[src/rtl/ooo_pkg.sv]
// Shared out-of-order core constants used by rename, reorder_buffer and retire_unit.
package ooo_pkg;

  localparam int PHYS_W        = 6;
  localparam int ARCH_W        = 5;
  localparam int NUM_ARCH_REGS = 32;
  localparam int NUM_PHYS_REGS = 64;

  typedef logic [PHYS_W-1:0] phys_reg_t;
  typedef logic [ARCH_W-1:0] arch_reg_t;

endpackage

[src/rtl/retire_unit_if.sv]
// Commit handshake from the ROB plus freed-register return to the rename free list.
interface retire_unit_if #(
  parameter int PHYS_W = ooo_pkg::PHYS_W,
  parameter int ARCH_W = ooo_pkg::ARCH_W
);

  logic              commit_valid;
  logic              commit_ready;
  logic [ARCH_W-1:0] commit_arch_rd;
  logic [PHYS_W-1:0] commit_dest;
  logic [PHYS_W-1:0] free_oldDest;
  logic [31:0]       commit_value;

  logic              retire_valid;
  logic [PHYS_W-1:0] retire_phys_reg;
  logic              free_ready;

  // Master is the ROB/free-list side, slave is the retire unit.
  modport master (
    output commit_valid, commit_arch_rd, commit_dest, free_oldDest, commit_value, free_ready,
    input  commit_ready, retire_valid, retire_phys_reg
  );

  modport slave (
    input  commit_valid, commit_arch_rd, commit_dest, free_oldDest, commit_value, free_ready,
    output commit_ready, retire_valid, retire_phys_reg
  );

endinterface

[src/rtl/retire_unit_fifo.sv]
// free_return_fifo: power-of-two FIFO holding superseded physical registers awaiting return.
module free_return_fifo #(
  parameter int DEPTH = 4,
  parameter int WIDTH = 6
) (
  input  logic             clk,
  input  logic             reset,
  input  logic             push,
  input  logic [WIDTH-1:0] push_data,
  input  logic             pop,
  output logic             full,
  output logic             empty,
  output logic [WIDTH-1:0] head
);

  localparam int PTR_W = $clog2(DEPTH);
  localparam int CNT_W = PTR_W + 1;

  logic [WIDTH-1:0] mem [DEPTH];
  logic [PTR_W-1:0] wr_ptr;
  logic [PTR_W-1:0] rd_ptr;
  logic [CNT_W-1:0] count;

  // Pointers wrap naturally because DEPTH is a power of two.
  always_ff @(posedge clk) begin
    if (reset) begin
      wr_ptr <= '0;
      rd_ptr <= '0;
      count  <= '0;
    end else begin
      if (push) wr_ptr <= wr_ptr + PTR_W'(1);
      if (pop)  rd_ptr <= rd_ptr + PTR_W'(1);
      case ({push, pop})
        2'b10:   count <= count + CNT_W'(1);
        2'b01:   count <= count - CNT_W'(1);
        default: count <= count;
      endcase
    end
  end

  // NOTE: storage is deliberately left unreset; validity comes from count, so stale data is never observed.
  always_ff @(posedge clk) begin
    if (push) mem[wr_ptr] <= push_data;
  end

  assign full  = (count == CNT_W'(DEPTH));
  assign empty = (count == '0);
  assign head  = mem[rd_ptr];

endmodule

[src/rtl/retire_unit.sv]
// retire_unit: maintains the retirement RAT, returns superseded registers, emits a commit trace.
// Optional performance counters are built when RETIRE_PERF_CNT_EN is defined.
module retire_unit
  import ooo_pkg::NUM_ARCH_REGS;
#(
  parameter int FREE_Q_DEPTH = 4,
  parameter int PHYS_W       = ooo_pkg::PHYS_W,
  parameter int ARCH_W       = ooo_pkg::ARCH_W
) (
  input  logic              clk,
  input  logic              reset,
  retire_unit_if.slave      bus,
  input  logic [ARCH_W-1:0] rrat_rd_idx,
  output logic [PHYS_W-1:0] rrat_rd_phys,
  output logic              trace_valid,
  output logic [ARCH_W-1:0] trace_rd,
  output logic [31:0]       trace_value
`ifdef RETIRE_PERF_CNT_EN
  ,
  output logic [31:0]       retired_count,
  output logic [31:0]       free_stall_count
`endif
);

  localparam int ARCH_N = (NUM_ARCH_REGS == (1 << ARCH_W)) ? NUM_ARCH_REGS : (1 << ARCH_W);

  logic [PHYS_W-1:0] rrat [ARCH_N];
  logic              accept;
  logic              push;
  logic              pop;
  logic              q_full;
  logic              q_empty;
  logic [PHYS_W-1:0] q_head;

  // Ready comes only from registered queue occupancy, never from commit_valid.
  assign bus.commit_ready = !q_full;
  assign accept           = bus.commit_valid && bus.commit_ready;
  assign push             = accept && (bus.commit_arch_rd != '0);
  assign pop              = bus.retire_valid && bus.free_ready;

  free_return_fifo #(
    .DEPTH (FREE_Q_DEPTH),
    .WIDTH (PHYS_W)
  ) u_free_q (
    .clk       (clk),
    .reset     (reset),
    .push      (push),
    .push_data (bus.free_oldDest),
    .pop       (pop),
    .full      (q_full),
    .empty     (q_empty),
    .head      (q_head)
  );

  assign bus.retire_valid    = !q_empty;
  assign bus.retire_phys_reg = q_empty ? '0 : q_head;

  // NOTE: sequential state uses non-blocking assignment so every reader sees pre-edge values.
  always_ff @(posedge clk) begin
    if (reset) begin
      for (int i = 0; i < ARCH_N; i++) rrat[i] <= PHYS_W'(i);
    end else if (push) begin
      rrat[bus.commit_arch_rd] <= bus.commit_dest;
    end
  end

  // Read sees state before this cycle's write.
  assign rrat_rd_phys = rrat[rrat_rd_idx];

  always_ff @(posedge clk) begin
    if (reset) begin
      trace_valid <= 1'b0;
      trace_rd    <= '0;
      trace_value <= '0;
    end else begin
      trace_valid <= accept;
      if (accept) begin
        trace_rd    <= bus.commit_arch_rd;
        trace_value <= bus.commit_value;
      end
    end
  end

`ifdef RETIRE_PERF_CNT_EN
  always_ff @(posedge clk) begin
    if (reset) begin
      retired_count    <= '0;
      free_stall_count <= '0;
    end else begin
      if (accept)                                retired_count    <= retired_count + 32'd1;
      if (bus.retire_valid && !bus.free_ready)   free_stall_count <= free_stall_count + 32'd1;
    end
  end
`endif

endmodule

[src/flat_wrapper.sv]
// flat-port wrapper written by rule: the top's interface ports become plain ports
module retire_unit_flat import ooo_pkg::NUM_ARCH_REGS;
#(
  parameter int FREE_Q_DEPTH = 4,
  parameter int PHYS_W       = ooo_pkg::PHYS_W,
  parameter int ARCH_W       = ooo_pkg::ARCH_W
)
  (clk, reset, rrat_rd_idx, rrat_rd_phys, trace_valid, trace_rd, trace_value, bus_commit_valid, bus_commit_arch_rd, bus_commit_dest, bus_free_oldDest, bus_commit_value, bus_free_ready, bus_commit_ready, bus_retire_valid, bus_retire_phys_reg);
  retire_unit_if #(.PHYS_W(PHYS_W), .ARCH_W(ARCH_W)) bus_i ();
  input  logic clk;
  input  logic reset;
  input  logic [ARCH_W-1:0] rrat_rd_idx;
  output logic [PHYS_W-1:0] rrat_rd_phys;
  output logic trace_valid;
  output logic [ARCH_W-1:0] trace_rd;
  output logic [31:0] trace_value;
  input wire logic [$bits(bus_i.commit_valid)-1:0] bus_commit_valid;
  input wire logic [$bits(bus_i.commit_arch_rd)-1:0] bus_commit_arch_rd;
  input wire logic [$bits(bus_i.commit_dest)-1:0] bus_commit_dest;
  input wire logic [$bits(bus_i.free_oldDest)-1:0] bus_free_oldDest;
  input wire logic [$bits(bus_i.commit_value)-1:0] bus_commit_value;
  input wire logic [$bits(bus_i.free_ready)-1:0] bus_free_ready;
  output wire logic [$bits(bus_i.commit_ready)-1:0] bus_commit_ready;
  output wire logic [$bits(bus_i.retire_valid)-1:0] bus_retire_valid;
  output wire logic [$bits(bus_i.retire_phys_reg)-1:0] bus_retire_phys_reg;
  assign bus_i.commit_valid = bus_commit_valid;
  assign bus_i.commit_arch_rd = bus_commit_arch_rd;
  assign bus_i.commit_dest = bus_commit_dest;
  assign bus_i.free_oldDest = bus_free_oldDest;
  assign bus_i.commit_value = bus_commit_value;
  assign bus_i.free_ready = bus_free_ready;
  assign bus_commit_ready = bus_i.commit_ready;
  assign bus_retire_valid = bus_i.retire_valid;
  assign bus_retire_phys_reg = bus_i.retire_phys_reg;
  retire_unit #(.FREE_Q_DEPTH(FREE_Q_DEPTH), .PHYS_W(PHYS_W), .ARCH_W(ARCH_W)) u_core (.clk(clk), .reset(reset), .bus(bus_i), .rrat_rd_idx(rrat_rd_idx), .rrat_rd_phys(rrat_rd_phys), .trace_valid(trace_valid), .trace_rd(trace_rd), .trace_value(trace_value));
endmodule
[config.mk]
export PLATFORM = sky130hd
export DESIGN_NAME = retire_unit_flat
export DESIGN_NICKNAME = d
export VERILOG_FILES = /design/src/rtl/ooo_pkg.sv /design/src/rtl/retire_unit_if.sv /design/src/rtl/retire_unit_fifo.sv /design/src/rtl/retire_unit.sv /design/src/flat_wrapper.sv
export SDC_FILE = /design/constraint.sdc
export NUM_CORES = 1
export LEC_CHECK = 0
export BUFFER_PORTS_ARGS = -buffer_cell sky130_fd_sc_hd__clkbuf_2
export CAP_MARGIN = 10
export CORE_ASPECT_RATIO = 1.25
export CORE_MARGIN = 10
export CORE_UTILIZATION = 50
export DETAILED_ROUTE_END_ITERATION = 12
export HOLD_SLACK_MARGIN = 0.1
export PLACE_DENSITY = 0.73
export SLEW_MARGIN = 20
export SYNTH_ARGS = -nofsm -noshare
export SYNTH_HDL_FRONTEND = slang
export SYNTH_SLANG_ARGS = --single-unit
[constraint.sdc]
create_clock -name clk -period 3.25 [get_ports clk]
set_clock_uncertainty 0.05 [all_clocks]
set_input_delay 0.1625 -clock clk [delete_from_list [all_inputs] [get_ports clk]]
set_output_delay 0.1625 -clock clk [all_outputs]
set_load 0.1 [all_outputs]
==> impl_metrics.py <==
metrics = {
    "outcome": {
        "status": "finished, final reports clean",
    },
    "cts": {
        "cts_max_path_buffers": 3,
        "insertion_delay_ns": 0.54,
        "ctsResizeCount": 0,
        "cts.sinks": 263,
        "ctsHtreeMaxLevel": 1,
        "clkTransAtPathRegs_ns": 0.07,
        "cts_buffers": 27,
        "cts_tree": "built",
        "cts_root_buf": "clkbuf_16",
    },
    "yosys": {
        "async_flop_share_pct": 0,
        "synth-edff-count": 216,
        "netlist_instances": 833,
        "avgSynthCellArea_um2": 14.0,
        "synthTopCellsByArea": "edfxtp_1 56%, mux4_2 13%, dfxtp_1 8.1%",
        "synth_cell_types": 35,
        "synthMostInstantiatedCell": "edfxtp_1",
        "synth_top_cells_by_count": "216 x edfxtp_1, 95 x nand2_1, 76 x and2_1",
        "seq_area_frac_synth_pct": 63.7,
        "ys_ff_latch": 263,
        "synth.top_cell.area_share_pct": 55.7,
        "ys_warn_count": 0,
        "synth_top_cell_by_area": "edfxtp_1",
        "syn_area_um2": 11700,
        "synth_top_flop_cell": "edfxtp_1",
    },
    "timing": {
        "setup_slack_ns": 0.431,
        "relSlewSlack_pct": 30.9,
        "worst_pin_slew_ns": 1.04,
        "period_minus_slack_ns": 2.82,
        "hold_violations": 0,
        "setup_viol": 0,
        "slew_viol_final": 0,
        "fmaxAchievable_mhz": 355,
        "rsz0062_at_grt": "false",
        "hold_ws_ns": 0.351,
        "min_period_over_period_pct": 86.7,
        "fin_setup_tns_ns": 0,
    },
    "global_routing": {
        "grt_start_max_net_pins": 83,
        "antenna_found_initial": 0,
        "grt_pass1_vias": 7556,
        "grt_overflow": 0,
        "grt_first_pass_wirelength_mm": 44.8,
        "grtUsageTotal_pct": 19.4,
    },
    "power": {
        "p_leak_nw": 4.64,
        "power.density_nw_per_um2": 626,
        "total_power_mw": 8.62,
        "max-vdd-ir-drop_mv": 1.07,
    },
    "route": {
        "drc": 0,
        "vias": 7342,
        "drt-pass1-iter-count": 5,
        "drt_iter0_drc": 533,
        "ant_nets": 0,
        "route.met2.wl_mm": 13.9,
        "totalWireLength_mm": 28.8,
        "top_layer_used": "met4",
        "wl_per_cell_um": 22.4,
        "wl_met3_mm": 2.41,
        "vias_per_cell": 5.73,
        "drt-met1-wl_mm": 11.4,
    },
    "critical_path": {
        "crit_type": "reg -> out",
        "r2r_slack_ns": 0.70,
        "cp_cell_sequence": "mux4_2 -> mux4_2 -> mux2_2 -> clkbuf_2",
        "cp_data_required_time_ns": 3.04,
        "reg2reg_depth": 11,
        "cp.arrival_ns": 2.61,
        "r2r-end": "u_core.u_free_q.count[2]",
        "endpoint": "rrat_rd_phys[4]",
        "crit_top_cell": "mux4_2",
        "r2r_start": "u_core.u_free_q.count[2]",
        "setup.worst_path.start": "u_core.rrat[29][4]",
        "cpPeakStageDelay_ns": 0.50,
        "end_kind": "primary output",
        "critPathSlowestCell": "mux4_2",
        "critPathMaxFanout": 1,
        "startpoint_type": "flop",
    },
    "die": {
        "start_util_pct": 50.8,
        "core-area_um2": 23000,
        "ioPinCount": 110,
        "rows": 62,
        "die_area_um2": 29900,
        "die_y_um": 191,
        "die_w_um": 157,
    },
    "layout": {
        "instances_no_fill": 1282,
        "nNetsFinal": 1040,
        "antenna_cells": 0,
        "post-route-util_pct": 59.9,
        "drive_above_1_share_pct": 25.5,
        "fin_area_um2": 13800,
        "area_growth_pct": 18.1,
        "nFillCells": 1756,
    },
    "run": {
        "cap_violations": 0,
    },
    "hold_path": {
        "hold_class": "in -> reg",
    },
    "place": {
        "place_congestion": 0.843,
        "placed_area_um2": 12500,
        "placedCellCount": 1187,
        "dp_hpwl_mm": 19.0,
        "port_buffers": 109,
        "dp_slack_ns": 0.501,
    },
}
## sequential cells by signal, indices dropped and copies added (netlist names), named ones only
signal and count:
u_core.u_free_q.mem 24, u_core.rrat 192, u_core.u_free_q.wr_ptr 2, u_core.trace_valid 1, u_core.trace_rd 5, u_core.u_free_q.count 3
u_core.u_free_q.rd_ptr 2, u_core.trace_value 32
## how the worst min path moves through the flow
stage,slack [ns],to,cells past startpoint,start
floorplan,0.21,u_core.u_free_q.mem[0][0],0,bus_free_oldDest[0]
global placement,0.33,u_core.u_free_q.mem[2][4],1,bus_free_oldDest[4]
detailed placement,0.34,u_core.u_free_q.mem[2][4],1,bus_free_oldDest[4]
CTS,0.33,u_core.u_free_q.mem[2][4],2,bus_free_oldDest[4]
global route,0.37,u_core.u_free_q.mem[2][4],2,bus_free_oldDest[4]
finish,0.35,u_core.u_free_q.count[1],3,reset
## where the power goes
part / switching, mW / internal (mW)
combinational: 1.39 / 0.445
clock: 1.26 / 1.61
sequential: 0.104 / 3.81
total: 2.75 / 5.86
## timing repair
item / CTS / global route
setup buffers: 0 / 0
endpoints found under the hold margin: 74 / 0
hold buffers: 48 / 0
## cell type report
class	instances	area (um2)	area share, %
Sequential cell	263	7430	54.0
Clock inverter	14	108	0.782
Clock buffer	33	698	5.07
Tap cell	288	360	2.62
Multi-Input combinational cell	498	3930	28.6
Timing Repair Buffer	177	1200	8.75
Inverter	9	33.8	0.246
## cell usage in the layout (no fill, tap or decap), drive strengths merged, types with 3 or more instances in the layout
cell / n
edfxtp: 216
clkbuf: 141
nand2: 95
and2: 76
mux4: 66
dlygate4sd3: 48
dfxtp: 47
nand2b: 44
a21oi: 39
nor3: 36
or3: 30
or2: 30
nor2: 26
buf: 21
nor4: 17
inv: 11
clkinv: 7
mux2: 6
conb: 6
ha: 5
and3: 4
clkinvlp: 4
or4: 3
xor2: 3
## logic make-up (layout without fill, tap and decap cells)
kind of cell	count (synthesis)	in the layout	synth area share, %
AND/OR/NAND/NOR	368	368	17.3
flip-flops	263	263	63.7
buffers and inverters	77	233	2.72
multiplexers	73	73	13.4
AO/OA/AOI/OAI	40	40	1.72
adder cells (fa/ha/maj)	6	6	0.709
XOR/XNOR	5	5	0.376
other	1	6	0.0322
## critical path, delay by kind of cell, from the launching register on
family | cells | cell delay [ns]
DFF | 1 | 0.42
buffers and inverters | 1 | 0.37
muxes | 3 | 1.28
## metal layers
metal  GRT usage (%)  vias to the layer above
li1                -                     3329
met4            7.67                        0
met3            4.72                       74
met2            31.5                      332
met1            24.7                     3607
met5               0                        -
Note: power is estimated with default switching activity, not from simulation.
